===== config.mk =====
export PLATFORM = sky130hd
export DESIGN_NAME = icache_line_fill
export DESIGN_NICKNAME = d
export VERILOG_FILES = /design/src/rtl/icache_line_fill.sv
export SDC_FILE = /design/constraint.sdc
export NUM_CORES = 1
export LEC_CHECK = 0
export CORE_MARGIN = 5
export CORE_UTILIZATION = 30
export DETAILED_ROUTE_END_ITERATION = 6
export SLEW_MARGIN = 25
export SYNTH_ARGS = -nofsm -noshare
export SYNTH_HDL_FRONTEND = slang
export SYNTH_SLANG_ARGS = --single-unit

===== constraint.sdc =====
create_clock -name clk -period 1.6 [get_ports clk]
set_input_delay 0.32 -clock clk [delete_from_list [all_inputs] [get_ports clk]]
set_output_delay 0.32 -clock clk [all_outputs]
set_load 0.01 [all_outputs]

===== src/rtl/icache_line_fill.sv =====
// -----------------------------------------------------------------------------
// icache_line_fill
//
// Instruction-cache refill controller. A fetch miss issues one line request
// to the memory bus. The in-order response beats are written into port 0 of
// the IC data SRAM as full-mask 64-bit writes. After the last beat, the
// line's {valid, tag} entry is written and fetch gets a one-cycle fill_done
// pulse. Every output is registered.
//
// Ports
//   clk, rst          clock, synchronous active-high reset
//   miss_valid/addr   fetch miss request (byte address), held until accepted
//   miss_ready        high only while idle; accept = miss_valid && miss_ready
//   mem_req_valid/
//   mem_req_addr/
//   mem_req_ready     line request handshake (line-aligned byte address)
//   mem_rsp_valid/
//   mem_rsp_data      response beats, ascending word order, no backpressure
//   sram_nce/nwe      SRAM port-0 chip/write enable, active low
//   sram_addr/wdata/
//   sram_wmask        SRAM port-0 word address, data, byte mask
//   tag_we/index/
//   tag_value         tag-array write strobe, line index, {valid, tag}
//   fill_done         one-cycle pulse together with the final data/tag write
//   busy              controller is not idle
// -----------------------------------------------------------------------------
module icache_line_fill #(
    parameter  int ADDR_LEN   = 10,
    parameter  int WORD_SIZE  = 64,
    parameter  int LINE_WORDS = 8,
    parameter  int MEM_ADDR_W = 32,
    localparam int OFF_W      = $clog2(LINE_WORDS),
    localparam int IDX_W      = ADDR_LEN - OFF_W,
    localparam int TAG_W      = MEM_ADDR_W - ADDR_LEN - 3
) (
    input  logic                   clk,
    input  logic                   rst,

    input  logic                   miss_valid,
    input  logic [MEM_ADDR_W-1:0]  miss_addr,
    output logic                   miss_ready,

    output logic                   mem_req_valid,
    output logic [MEM_ADDR_W-1:0]  mem_req_addr,
    input  logic                   mem_req_ready,
    input  logic                   mem_rsp_valid,
    input  logic [WORD_SIZE-1:0]   mem_rsp_data,

    output logic                   sram_nce,
    output logic                   sram_nwe,
    output logic [ADDR_LEN-1:0]    sram_addr,
    output logic [WORD_SIZE-1:0]   sram_wdata,
    output logic [WORD_SIZE/8-1:0] sram_wmask,

    output logic                   tag_we,
    output logic [IDX_W-1:0]       tag_index,
    output logic [TAG_W:0]         tag_value,

    output logic                   fill_done,
    output logic                   busy
);

    // Byte-offset bits inside one line; cleared to form the request address.
    localparam logic [MEM_ADDR_W-1:0] LINE_MASK = MEM_ADDR_W'(LINE_WORDS * (WORD_SIZE / 8) - 1);

    typedef enum logic [1:0] {
        IDLE,
        REQ,
        FILL,
        COMMIT
    } state_t;

    state_t state, state_nxt;

    logic [OFF_W-1:0] count, count_d;
    logic [IDX_W-1:0] index_q, index_d;
    logic [TAG_W-1:0] tag_q, tag_d;
    logic             last_beat;

    // Next-cycle values of the registered outputs.
    logic                   miss_ready_d;
    logic                   busy_d;
    logic                   mem_req_valid_d;
    logic [MEM_ADDR_W-1:0]  mem_req_addr_d;
    logic                   sram_nce_d;
    logic                   sram_nwe_d;
    logic [ADDR_LEN-1:0]    sram_addr_d;
    logic [WORD_SIZE-1:0]   sram_wdata_d;
    logic [WORD_SIZE/8-1:0] sram_wmask_d;
    logic                   tag_we_d;
    logic [IDX_W-1:0]       tag_index_d;
    logic [TAG_W:0]         tag_value_d;
    logic                   fill_done_d;

    assign last_beat = (count == OFF_W'(LINE_WORDS - 1));

    // -------------------------------------------------------------------------
    // State register
    // -------------------------------------------------------------------------
    always_ff @(posedge clk) begin
        // NOTE: sequential state uses non-blocking assignments so every
        // register samples pre-edge values regardless of block ordering.
        if (rst) begin
            state <= IDLE;
        end else begin
            state <= state_nxt;
        end
    end

    // -------------------------------------------------------------------------
    // Next-state logic
    // -------------------------------------------------------------------------
    always_comb begin
        // NOTE: a default assignment ahead of the case keeps this purely
        // combinational; a missed branch would otherwise infer a latch.
        state_nxt = state;
        case (state)
            IDLE:    if (miss_valid)                 state_nxt = REQ;
            REQ:     if (mem_req_ready)              state_nxt = FILL;
            FILL:    if (mem_rsp_valid && last_beat) state_nxt = COMMIT;
            COMMIT:                                  state_nxt = IDLE;
            default:                                 state_nxt = IDLE;
        endcase
    end

    // -------------------------------------------------------------------------
    // Output / datapath next-value logic
    // -------------------------------------------------------------------------
    always_comb begin
        count_d         = count;
        index_d         = index_q;
        tag_d           = tag_q;
        mem_req_valid_d = 1'b0;
        mem_req_addr_d  = mem_req_addr;
        sram_nce_d      = 1'b1;
        sram_nwe_d      = 1'b1;
        sram_addr_d     = sram_addr;
        sram_wdata_d    = sram_wdata;
        sram_wmask_d    = '0;
        tag_we_d        = 1'b0;
        tag_index_d     = tag_index;
        tag_value_d     = tag_value;
        fill_done_d     = 1'b0;

        case (state)
            IDLE: begin
                if (miss_valid) begin
                    index_d         = miss_addr[ADDR_LEN+2:OFF_W+3];
                    tag_d           = miss_addr[MEM_ADDR_W-1:ADDR_LEN+3];
                    mem_req_valid_d = 1'b1;
                    mem_req_addr_d  = miss_addr & ~LINE_MASK;
                    count_d         = '0;
                end
            end
            REQ: begin
                // Request stays up until the bus has taken it; any beat seen
                // here is a bus protocol violation and is dropped.
                mem_req_valid_d = !mem_req_ready;
                count_d         = '0;
            end
            FILL: begin
                if (mem_rsp_valid) begin
                    sram_nce_d   = 1'b0;
                    sram_nwe_d   = 1'b0;
                    sram_addr_d  = {index_q, count};
                    sram_wdata_d = mem_rsp_data;
                    sram_wmask_d = '1;
                    // Wraps to zero on the last beat, which also leaves FILL.
                    count_d      = count + 1'b1;
                    if (last_beat) begin
                        // Tag goes valid only together with the final word.
                        tag_we_d    = 1'b1;
                        tag_index_d = index_q;
                        tag_value_d = {1'b1, tag_q};
                        fill_done_d = 1'b1;
                    end
                end
            end
            default: ;
        endcase

        miss_ready_d = (state_nxt == IDLE);
        busy_d       = (state_nxt != IDLE);
    end

    // -------------------------------------------------------------------------
    // Output and counter registers
    // -------------------------------------------------------------------------
    always_ff @(posedge clk) begin
        if (rst) begin
            count         <= '0;
            miss_ready    <= 1'b1;
            busy          <= 1'b0;
            mem_req_valid <= 1'b0;
            mem_req_addr  <= '0;
            sram_nce      <= 1'b1;
            sram_nwe      <= 1'b1;
            sram_addr     <= '0;
            sram_wdata    <= '0;
            sram_wmask    <= '0;
            tag_we        <= 1'b0;
            tag_index     <= '0;
            tag_value     <= '0;
            fill_done     <= 1'b0;
        end else begin
            count         <= count_d;
            miss_ready    <= miss_ready_d;
            busy          <= busy_d;
            mem_req_valid <= mem_req_valid_d;
            mem_req_addr  <= mem_req_addr_d;
            sram_nce      <= sram_nce_d;
            sram_nwe      <= sram_nwe_d;
            sram_addr     <= sram_addr_d;
            sram_wdata    <= sram_wdata_d;
            sram_wmask    <= sram_wmask_d;
            tag_we        <= tag_we_d;
            tag_index     <= tag_index_d;
            tag_value     <= tag_value_d;
            fill_done     <= fill_done_d;
        end
    end

    // NOTE: the index/tag capture registers carry no reset; they are loaded
    // on every miss acceptance before anything reads them.
    always_ff @(posedge clk) begin
        index_q <= index_d;
        tag_q   <= tag_d;
    end

endmodule


==> flow_summary.yaml, run 1 <==
outcome:
  run_status: "finished, final reports clean"
power:
  internal_power_mw: 7.42
  power.share.combinational: 0.083
  power_density_mw_per_mm2: 1080
  power.clock.fraction: 0.455
  finalPower_mw: 9.53
  fraction_of_power_spent_switching_nets: 0.221
  ir_worst_vdd_mv: 0.608
  total_leakage_power_nw: 3.77
  seqPwrFrac: 0.461
  net-switching-power_mw: 2.11
cts:
  clock_latency_ns: 0.42
  path_clk_slew_ns: 0.06
  clock_sinks: 164
  cts_tree: "done"
  clockBufferDepth: 2
  ctsHoldBuffers: 0
  cts-root-buf: "clkbuf_16"
  cts_htree_levels: 4
  post_cts_resized: 143
  post-cts-setup-buffers: 0
  number_of_buffers_created_by_cts: 17
worst_setup_path:
  timing.critical_path.arrival_ns: 1.78
  crit_path_end_kind: "register"
  critical_path_class: "register to register"
  timing.critical_path.max_delay_family: "adder cells"
  rr_startpoint: "count[0]"
  critical_path.endpoint: "tag_value[16]"
  worst-r2r-cell-count: 6
  slowest_delay_ns: 0.31
  worstPathMaxFanout: 19
  path_depth: 6
  worstReg2RegEnd: "tag_value[16]"
  timing.critical_path.from: "count[0]"
  ff2ff_setup_slack_ns: 0.16
  critical_path.n_buffers_inverters: 1
  cp-start-kind: "register"
  cpMostUsedCell: "ha_1"
  cp_slowest_cell: "dfxtp_1"
  crit_required_ns: 1.94
  critical_path_cell_sequence: "ha_1 > ha_1 > nand4b_2 > buf_4 > nand2_1 > a21oi_1"
die:
  core.rowCount: 50
  io_pins: 249
  design.die.area_sq_mm: 0.0220
  vertical_extent_of_the_die_um: 148
  fp.dieW_um: 148
  initial_core_util: 0.307
  placeableCoreArea_sq_mm: 0.0188
place:
  dp_cells: 1077
  dpl_worst_slack_ns: -0.227
  place.detailed.hpwl_um: 11600
  gp_congestion: 0.759
  io_buffers: 236
yosys:
  netlist_instances: 639
  ys_types: 30
  postSynthAreaPerCell_sq_um: 9.00
  post_synth_instance_area_sq_mm: 0.00575
  postSynth.asyncResetShare: 0
  synth_seq_cells: 164
  ys.warnings.count: 0
  synth_edf_count: 26
  seq_area_frac_synth: 0.616
  most_frequently_used_flop_master_after_synthesis: "dfxtp_1"
sta:
  post-route-min-period_ns: 1.44
  grt_setup_unrepaired: "no"
  setup_viol: 0
  fin_worst_skew_ns: 0.00836
  finalWorstSetupSlack_ns: 0.155
  maxClockFrequency_mhz: 692
  slew_violations: 0
  hold_ws_ns: 0.158
  final_hold_viol_count: 0
  final_min_period_over_clock_period: 0.903
global_routing:
  grtUsageTotal: 0.149
  grt_first_pass_wirelength_um: 25800
  number_of_antenna_violations_at_the_first_check_in_global_routing: 1
  grt_start_max_net_pins: 60
  grt_pass1_vias: 4628
  globalRoute.totalOverflow: 0
job:
  drv.max_cap_violation_count: 0
drt:
  via_per_inst: 4.38
  routed-via-count: 4857
  finalWirelength_um: 16600
  ant_nets: 0
  drt_first_pass_iters: 4
  drt_first_iter_violations: 202
  remaining_drc_errors: 0
  detail_route.wl_per_cell_um: 14.9
hold_path:
  holdCritPathClass: "input pin to register"
layout:
  stdcell_count: 1110
  nets: 965
  num-fill-cells: 1873
  layout-area-overhead-vs-synth_pct: 53.2
  share_of_final_layout_standard_cells_stronger_than_drive_strength_1: 0.0789
[metrics by stage]
| stage | setup TNS (ns) | cell area [sq um] | utilization |
|---|---|---|---|
| 6_report | 0 | 8810 | 0.470 |
| 2_1_floorplan | 0 | 5770 | - |
| 4_1_cts | 0 | 8810 | 0.469 |
| 5_1_grt | 0 | 8810 | 0.470 |
| 3_5_place_dp | -26.44 | 8340 | 0.445 |
| 3_3_place_gp | -25.33 | 8340 | 0.445 |
[state kept, by name, summed over array words and instances (netlist names), 2 cells and up]
register and flops:
tag_q 19, count 3, sram_addr 10, index_q 7, state 2, sram_wdata 64, tag_index 7, tag_value 20
mem_req_addr 26
[Yosys cell counts, types with 3 or more instances]
| master | n | area share |
|---|---|---|
| clkbuf_1 | 16 | 0.010 |
| nor4b_1 | 3 | 0.0046 |
| a21oi_1 | 120 | 0.10 |
| buf_4 | 15 | 0.020 |
| a31oi_1 | 3 | 0.0033 |
| nand2_1 | 252 | 0.16 |
| o211ai_1 | 3 | 0.0039 |
| a21oi_2 | 10 | 0.015 |
| buf_2 | 24 | 0.021 |
| edfxtp_1 | 26 | 0.14 |
| dfxtp_1 | 138 | 0.48 |
| nand2b_1 | 4 | 0.0043 |
| nor2_1 | 4 | 0.0026 |
[power groups by stage]
stage	logic [mW]	clock network (mW)	registers, mW
after global placement	0.861	0	4.49
after detailed placement	0.864	0	4.49
final	0.795	4.34	4.39
after CTS	0.805	4.47	4.40
after global routing	0.866	4.68	4.41
after floorplan	0.298	0	4.52
[kinds of logic (layout without fill, tap and decap cells)]
family	Yosys count	after routing	synth area share
AO/OA/AOI/OAI	137	137	0.128
adder cells (fa/ha/maj)	2	2	0.00435
flip-flops	164	164	0.616
AND/OR/NAND/NOR	273	273	0.190
buffers and inverters	62	293	0.0609
other	1	7	0.000652
[area by class of cell]
cell class	instances	area, sq um	share of cell area
Timing Repair Buffer	258	2430	0.276
Clock inverter	8	109	0.0124
Antenna cell	1	2.50	0.000284
Sequential cell	164	3540	0.402
Clock buffer	24	534	0.0606
Tap cell	234	293	0.0332
Inverter	3	16.3	0.00185
Multi-Input combinational cell	418	1880	0.213
[worst reg2reg max path, cell delays in order, from the launching register on]
cell and delay, ns:
dfxtp_1 0.31, ha_1 0.19, ha_1 0.20, nand4b_2 0.14, buf_4 0.28, nand2_1 0.09
a21oi_1 0.15
[layer usage]
metal  routed length (um)  GRT usage  part of all wire  vias to the layer above
li1                     -          -                 -                     2509
met1                 7210      0.190              0.44                     2208
met2                 8180      0.238              0.49                      125
met3                  977     0.0472             0.059                       15
met4                  206     0.0522             0.012                        0
met5                    0          0                 0                        -
[placed cells by master, fill, tap and decap left out, types with 4 or more instances in the layout]
| cell | n |
|---|---|
| clkbuf_8 | 4 |
| a21oi_2 | 10 |
| buf_12 | 7 |
| clkbuf_16 | 19 |
| dfxtp_1 | 137 |
| edfxtp_1 | 26 |
| nand2b_1 | 4 |
| nand2_1 | 252 |
| conb_1 | 6 |
| dlygate4sd2_1 | 142 |
| buf_4 | 16 |
| a21oi_1 | 120 |
| nor2_1 | 4 |
| clkdlybuf4s50_1 | 93 |
[worst min-delay path by stage]
stage / startpoint / to / depth (start not counted)
after detailed placement: tag_value[6] / tag_value[6] / 2
after floorplan: miss_addr[6] / index_q[0] / 0
after global placement: sram_wdata[63] / sram_wdata[63] / 2
final: rst / state[1] / 2
after CTS: rst / state[1] / 2
after global routing: rst / state[1] / 2
No activity file was read; power rests on OpenSTA's default activity.
==> run 2: changes to the inputs <==
--- a/config.mk
+++ b/config.mk
@@ -5,9 +5,9 @@
 export SDC_FILE = /design/constraint.sdc
 export NUM_CORES = 1
 export LEC_CHECK = 0
-export CORE_MARGIN = 5
 export CORE_UTILIZATION = 30
 export DETAILED_ROUTE_END_ITERATION = 6
+export MAX_ROUTING_LAYER = met4
 export SLEW_MARGIN = 25
 export SYNTH_ARGS = -nofsm -noshare
 export SYNTH_HDL_FRONTEND = slang
==> flow_summary.yaml, run 2 (synthesized netlist as in run 1, its figures left out) <==
sta:
  final_hold_viol_count: 0
  setup_viol: 0
  final_min_period_over_clock_period: 0.887
  slew_violations: 0
  maxSlewHeadroom: 0.648
  grt_setup_unrepaired: "no"
  pin_slew_with_the_least_headroom_to_its_limit_ns: 0.528
  hold_ws_ns: 0.137
  maxClockFrequency_mhz: 704
  post-route-min-period_ns: 1.42
  fin_worst_skew_ns: 0.0106
worst_setup_path:
  slowest_delay_ns: 0.35
  ff2ff_setup_slack_ns: 0.20
  timing.critical_path.arrival_ns: 1.10
  timing.critical_path.from: "mem_req_addr[6]"
  critical_path_cell_sequence: "dlygate4sd2_1"
  crit_required_ns: 1.28
  critical_path_class: "register to output pin"
  critical_path.n_buffers_inverters: 1
  cp_slowest_cell: "dlygate4sd2_1"
  crit_path_end_kind: "output pin"
  rr_startpoint: "count[0]"
  worst-r2r-cell-count: 6
  cp-start-kind: "register"
  worstReg2RegEnd: "tag_value[18]"
  worstPathMaxFanout: 2
  timing.critical_path.max_delay_family: "buffers and inverters"
global_routing:
  globalRoute.totalOverflow: 0
  grt_first_pass_wirelength_um: 24400
  grtUsageTotal: 0.164
  number_of_antenna_violations_at_the_first_check_in_global_routing: 0
  grt_pass1_vias: 4515
  grt_start_max_net_pins: 50
place:
  io_buffers: 236
  place.detailed.hpwl_um: 10700
  dpl-instance-area_sq_mm: 0.00836
  gp_congestion: 0.718
  dp_cells: 1081
layout:
  stdcell_count: 1113
  layout-area-overhead-vs-synth_pct: 52.5
  post_route_cell_area_sq_mm: 0.00877
  nets: 969
  largest_register_ffs: 64
  num-fill-cells: 1884
  n_antenna_cell: 0
  final_cell_mix: "nand2_1 (252), dlygate4sd2_1 (142), dfxtp_1 (137)"
  regMostFlops: "sram_wdata"
  reg_top3: "sram_wdata x64, mem_req_addr x26, tag_value x20"
  layout_commonest_cell: "nand2_1"
  share_of_final_layout_standard_cells_stronger_than_drive_strength_1: 0.0819
cts:
  post-cts-setup-buffers: 0
  clockBufferDepth: 2
  cts_tree: "done"
  number_of_buffers_created_by_cts: 17
  cts-root-buf: "clkbuf_16"
  clock_sinks: 164
  path_clk_slew_ns: 0.06
  cts_htree_levels: 4
  ctsHoldBuffers: 0
  post_cts_resized: 143
  clock_latency_ns: 0.41
die:
  fp.dieW_um: 140
  io_pins: 249
  design.die.area_sq_mm: 0.0197
  vertical_extent_of_the_die_um: 140
  core.rowCount: 50
  initial_core_util: 0.307
  placeableCoreArea_sq_mm: 0.0188
hold_path:
  holdCritPathClass: "input pin to register"
  timing.hold.worst.start: "rst"
  min_path_cells: 2
  holdPathEnd: "sram_addr[2]"
drt:
  drt_first_pass_iters: 4
  routed-via-count: 4859
  ant_nets: 0
  drt_first_iter_violations: 188
  finalWirelength_um: 15500
  detail_route.wl_per_cell_um: 13.9
  remaining_drc_errors: 0
  via_per_inst: 4.37
power:
  fraction_of_power_spent_switching_nets: 0.224
  net-switching-power_mw: 2.06
  power_density_mw_per_mm2: 1050
  power.share.combinational: 0.086
  internal_power_mw: 7.13
  seqPwrFrac: 0.478
  power.clock.fraction: 0.436
  total_leakage_power_nw: 3.76
  ir_worst_vdd_mv: 0.703
job:
  drv.max_cap_violation_count: 0
outcome:
  run_status: "finished, final reports clean"
run 2: cell type report:
type / instances / area, sq um / share of cell area
timing repair buffer: 262 / 2450 / 0.280
inverter: 3 / 16.3 / 0.00185
tap: 234 / 293 / 0.0334
multi-input combinational: 418 / 1880 / 0.214
sequential: 164 / 3540 / 0.404
clock buffer: 22 / 497 / 0.0566
clock inverter: 10 / 91.3 / 0.0104
run 2: how the worst max path moves through the flow:
stage	end	slack, ns	cells after the start
2_1_floorplan	index_q[0]	0.15	4
3_3_place_gp	tag_q[17]	-0.24	4
3_5_place_dp	mem_req_addr[20]	-0.25	5
4_1_cts	mem_req_addr[6]	0.15	1
5_1_grt	tag_value[4]	0.10	6
6_report	mem_req_addr[6]	0.18	1
run 2: power groups by stage:
| stage | combinational (mW) | sequential (mW) | clock (mW) |
|---|---|---|---|
| after global routing | 0.863 | 4.41 | 4.30 |
| after global placement | 0.861 | 4.49 | 0 |
| after detailed placement | 0.861 | 4.49 | 0 |
| after floorplan | 0.298 | 4.52 | 0 |
| final | 0.791 | 4.39 | 4.01 |
| after CTS | 0.803 | 4.39 | 4.14 |
run 2: stage by stage:
step | total power [mW] | setup slack [ns] | setup TNS, ns | utilization
after global routing | 9.57 | 0.100 | 0 | 0.467
after CTS | 9.34 | 0.148 | 0 | 0.467
after floorplan | 4.82 | 0.153 | 0 | -
after detailed placement | 5.35 | -0.246 | -18.99 | 0.446
after global placement | 5.35 | -0.243 | -19.24 | 0.446
final | 9.19 | 0.180 | 0 | 0.467
run 2: layer usage:
metal / GRT usage / vias to the layer above / part of all wire
met3: 0.0362 / 20 / 0.044
met1: 0.204 / 2195 / 0.45
met5: - / - / 0
li1: - / 2518 / -
met4: 0.0727 / 0 / 0.025
met2: 0.257 / 126 / 0.48
==> run 3: changes to the inputs <==
--- a/config.mk
+++ b/config.mk
@@ -5,9 +5,11 @@
 export SDC_FILE = /design/constraint.sdc
 export NUM_CORES = 1
 export LEC_CHECK = 0
-export CORE_UTILIZATION = 30
+export CORE_UTILIZATION = 42
 export DETAILED_ROUTE_END_ITERATION = 6
 export MAX_ROUTING_LAYER = met4
+export PLACE_DENSITY = 0.8
+export SETUP_SLACK_MARGIN = 0.05
 export SLEW_MARGIN = 25
 export SYNTH_ARGS = -nofsm -noshare
 export SYNTH_HDL_FRONTEND = slang
==> flow_summary.yaml, run 3 (synthesized netlist as in run 1, its figures left out) <==
die:
  fp.dieW_um: 119
  core.rowCount: 42
  initial_core_util: 0.433
  design.die.area_sq_mm: 0.0142
  placeableCoreArea_sq_mm: 0.0133
  io_pins: 249
  vertical_extent_of_the_die_um: 119
global_routing:
  grt_pass1_vias: 4735
  grtUsageTotal: 0.218
  grt_start_max_net_pins: 55
  grt_first_pass_wirelength_um: 23500
  number_of_antenna_violations_at_the_first_check_in_global_routing: 0
  globalRoute.totalOverflow: 0
hold_path:
  holdCritPathClass: "input pin to register"
power:
  total_leakage_power_nw: 3.72
  ir_worst_vdd_mv: 0.701
  finalPower_mw: 8.64
  power_density_mw_per_mm2: 998
layout:
  reg_top3: "sram_wdata x64, mem_req_addr x26, tag_value x20"
  share_of_final_layout_standard_cells_stronger_than_drive_strength_1: 0.0732
  largest_register_ffs: 64
  layout_commonest_cell: "nand2_1"
  nets: 966
  post_route_cell_area_sq_mm: 0.00865
  n_antenna_cell: 0
  final_cell_mix: "nand2_1 (252), dlygate4sd2_1 (142), dfxtp_1 (136)"
  stdcell_count: 1050
  layout-area-overhead-vs-synth_pct: 50.4
  regMostFlops: "sram_wdata"
drt:
  detail_route.wl_per_cell_um: 14.3
  drt_first_pass_iters: 4
  remaining_drc_errors: 0
  routed-via-count: 4989
  ant_nets: 0
  via_per_inst: 4.75
  finalWirelength_um: 15000
  drt_first_iter_violations: 315
worst_setup_path:
  cpMostUsedCell: "ha_1"
  timing.critical_path.max_delay_family: "simple AND/OR/NAND/NOR gates"
  crit_path_end_kind: "register"
  cp-start-kind: "register"
  crit_required_ns: 1.95
  worstPathMaxFanout: 10
  slowest_delay_ns: 0.35
  critical_path_cell_sequence: "ha_1 > ha_1 > and4b_2 > clkbuf_16 > nand2_1 > a21oi_1"
  critical_path.n_buffers_inverters: 1
  timing.critical_path.arrival_ns: 1.84
  cp_slowest_cell: "dfxtp_2"
  critical_path_class: "register to register"
place:
  dp_cells: 1019
  io_buffers: 236
  place.detailed.hpwl_um: 10400
  dpl-instance-area_sq_mm: 0.00831
  gp_congestion: 0.805
cts:
  cts-root-buf: "clkbuf_16"
  post-cts-setup-buffers: 0
  path_clk_slew_ns: 0.06
  cts_tree: "done"
  clock_sinks: 164
  cts_htree_levels: 4
  clock_latency_ns: 0.42
  number_of_buffers_created_by_cts: 17
  clockBufferDepth: 2
sta:
  grt_setup_unrepaired: "no"
  final_min_period_over_clock_period: 0.929
  fin_worst_skew_ns: 0.00534
  maxClockFrequency_mhz: 673
  slew_violations: 0
  setup_viol: 0
  final_hold_viol_count: 0
  post-route-min-period_ns: 1.49
job:
  drv.max_cap_violation_count: 0
outcome:
  run_status: "finished, final reports clean"
[run 3: area by class of cell]
class / instances / area [sq um]
timing repair buffer: 259 / 2500
sequential: 164 / 3550
tap: 176 / 220
inverter: 3 / 16.3
multi-input combinational: 418 / 1880
clock buffer: 24 / 452
fill: 1152 / 4640
clock inverter: 6 / 36.3
[run 3: what timing repair did]
action / CTS / global route
gates cloned: 0 / 1
gates resized for setup: 143 / 3
hold buffers: 0 / 0
endpoints found under the setup margin: 142 / 16
[run 3: stage by stage]
step,util,setup TNS [ns],hold WS (ns),setup slack [ns]
after floorplan,-,0,0.419,0.153
after global placement,0.625,-18.97,0.441,-0.194
after detailed placement,0.625,-19.09,0.446,-0.219
after CTS,0.648,0,0.168,0.0896
after global routing,0.651,0,0.181,0.0540
final,0.651,0,0.182,0.113
[run 3: worst paths after layout]
kind / startpoint / depth (start not counted) / slack (ns) / endpoint
max: count[1] / 6 / 0.11 / tag_value[5]
min: rst / 2 / 0.18 / state[1]
max reg2reg: count[1] / 6 / 0.11 / tag_value[5]
min reg2reg: sram_wdata[48] / 2 / 0.45 / sram_wdata[48]
[run 3: worst reg2reg max path: cells and delay by family, from the launching register on]
kind                       cells  cell delay, ns
AOI/OAI and AO/OA              1            0.12
adders and majority gates      2            0.35
DFF                            1            0.35
buffers and inverters          1            0.20
and+or+nand+nor                2            0.40
[run 3: routing by layer]
layer | GRT usage | wire (um) | vias up
li1 | - | - | 2514
met1 | 0.242 | 6300 | 2281
met2 | 0.368 | 7520 | 159
met3 | 0.0527 | 813 | 35
met4 | 0.107 | 410 | 0
met5 | - | 0 | -
[run 3: power by group]
group	internal, mW	total (mW)	switching [mW]
Clock	1.95	3.45	1.50
Sequential	4.34	4.40	0.0591
Combinational	0.418	0.792	0.374
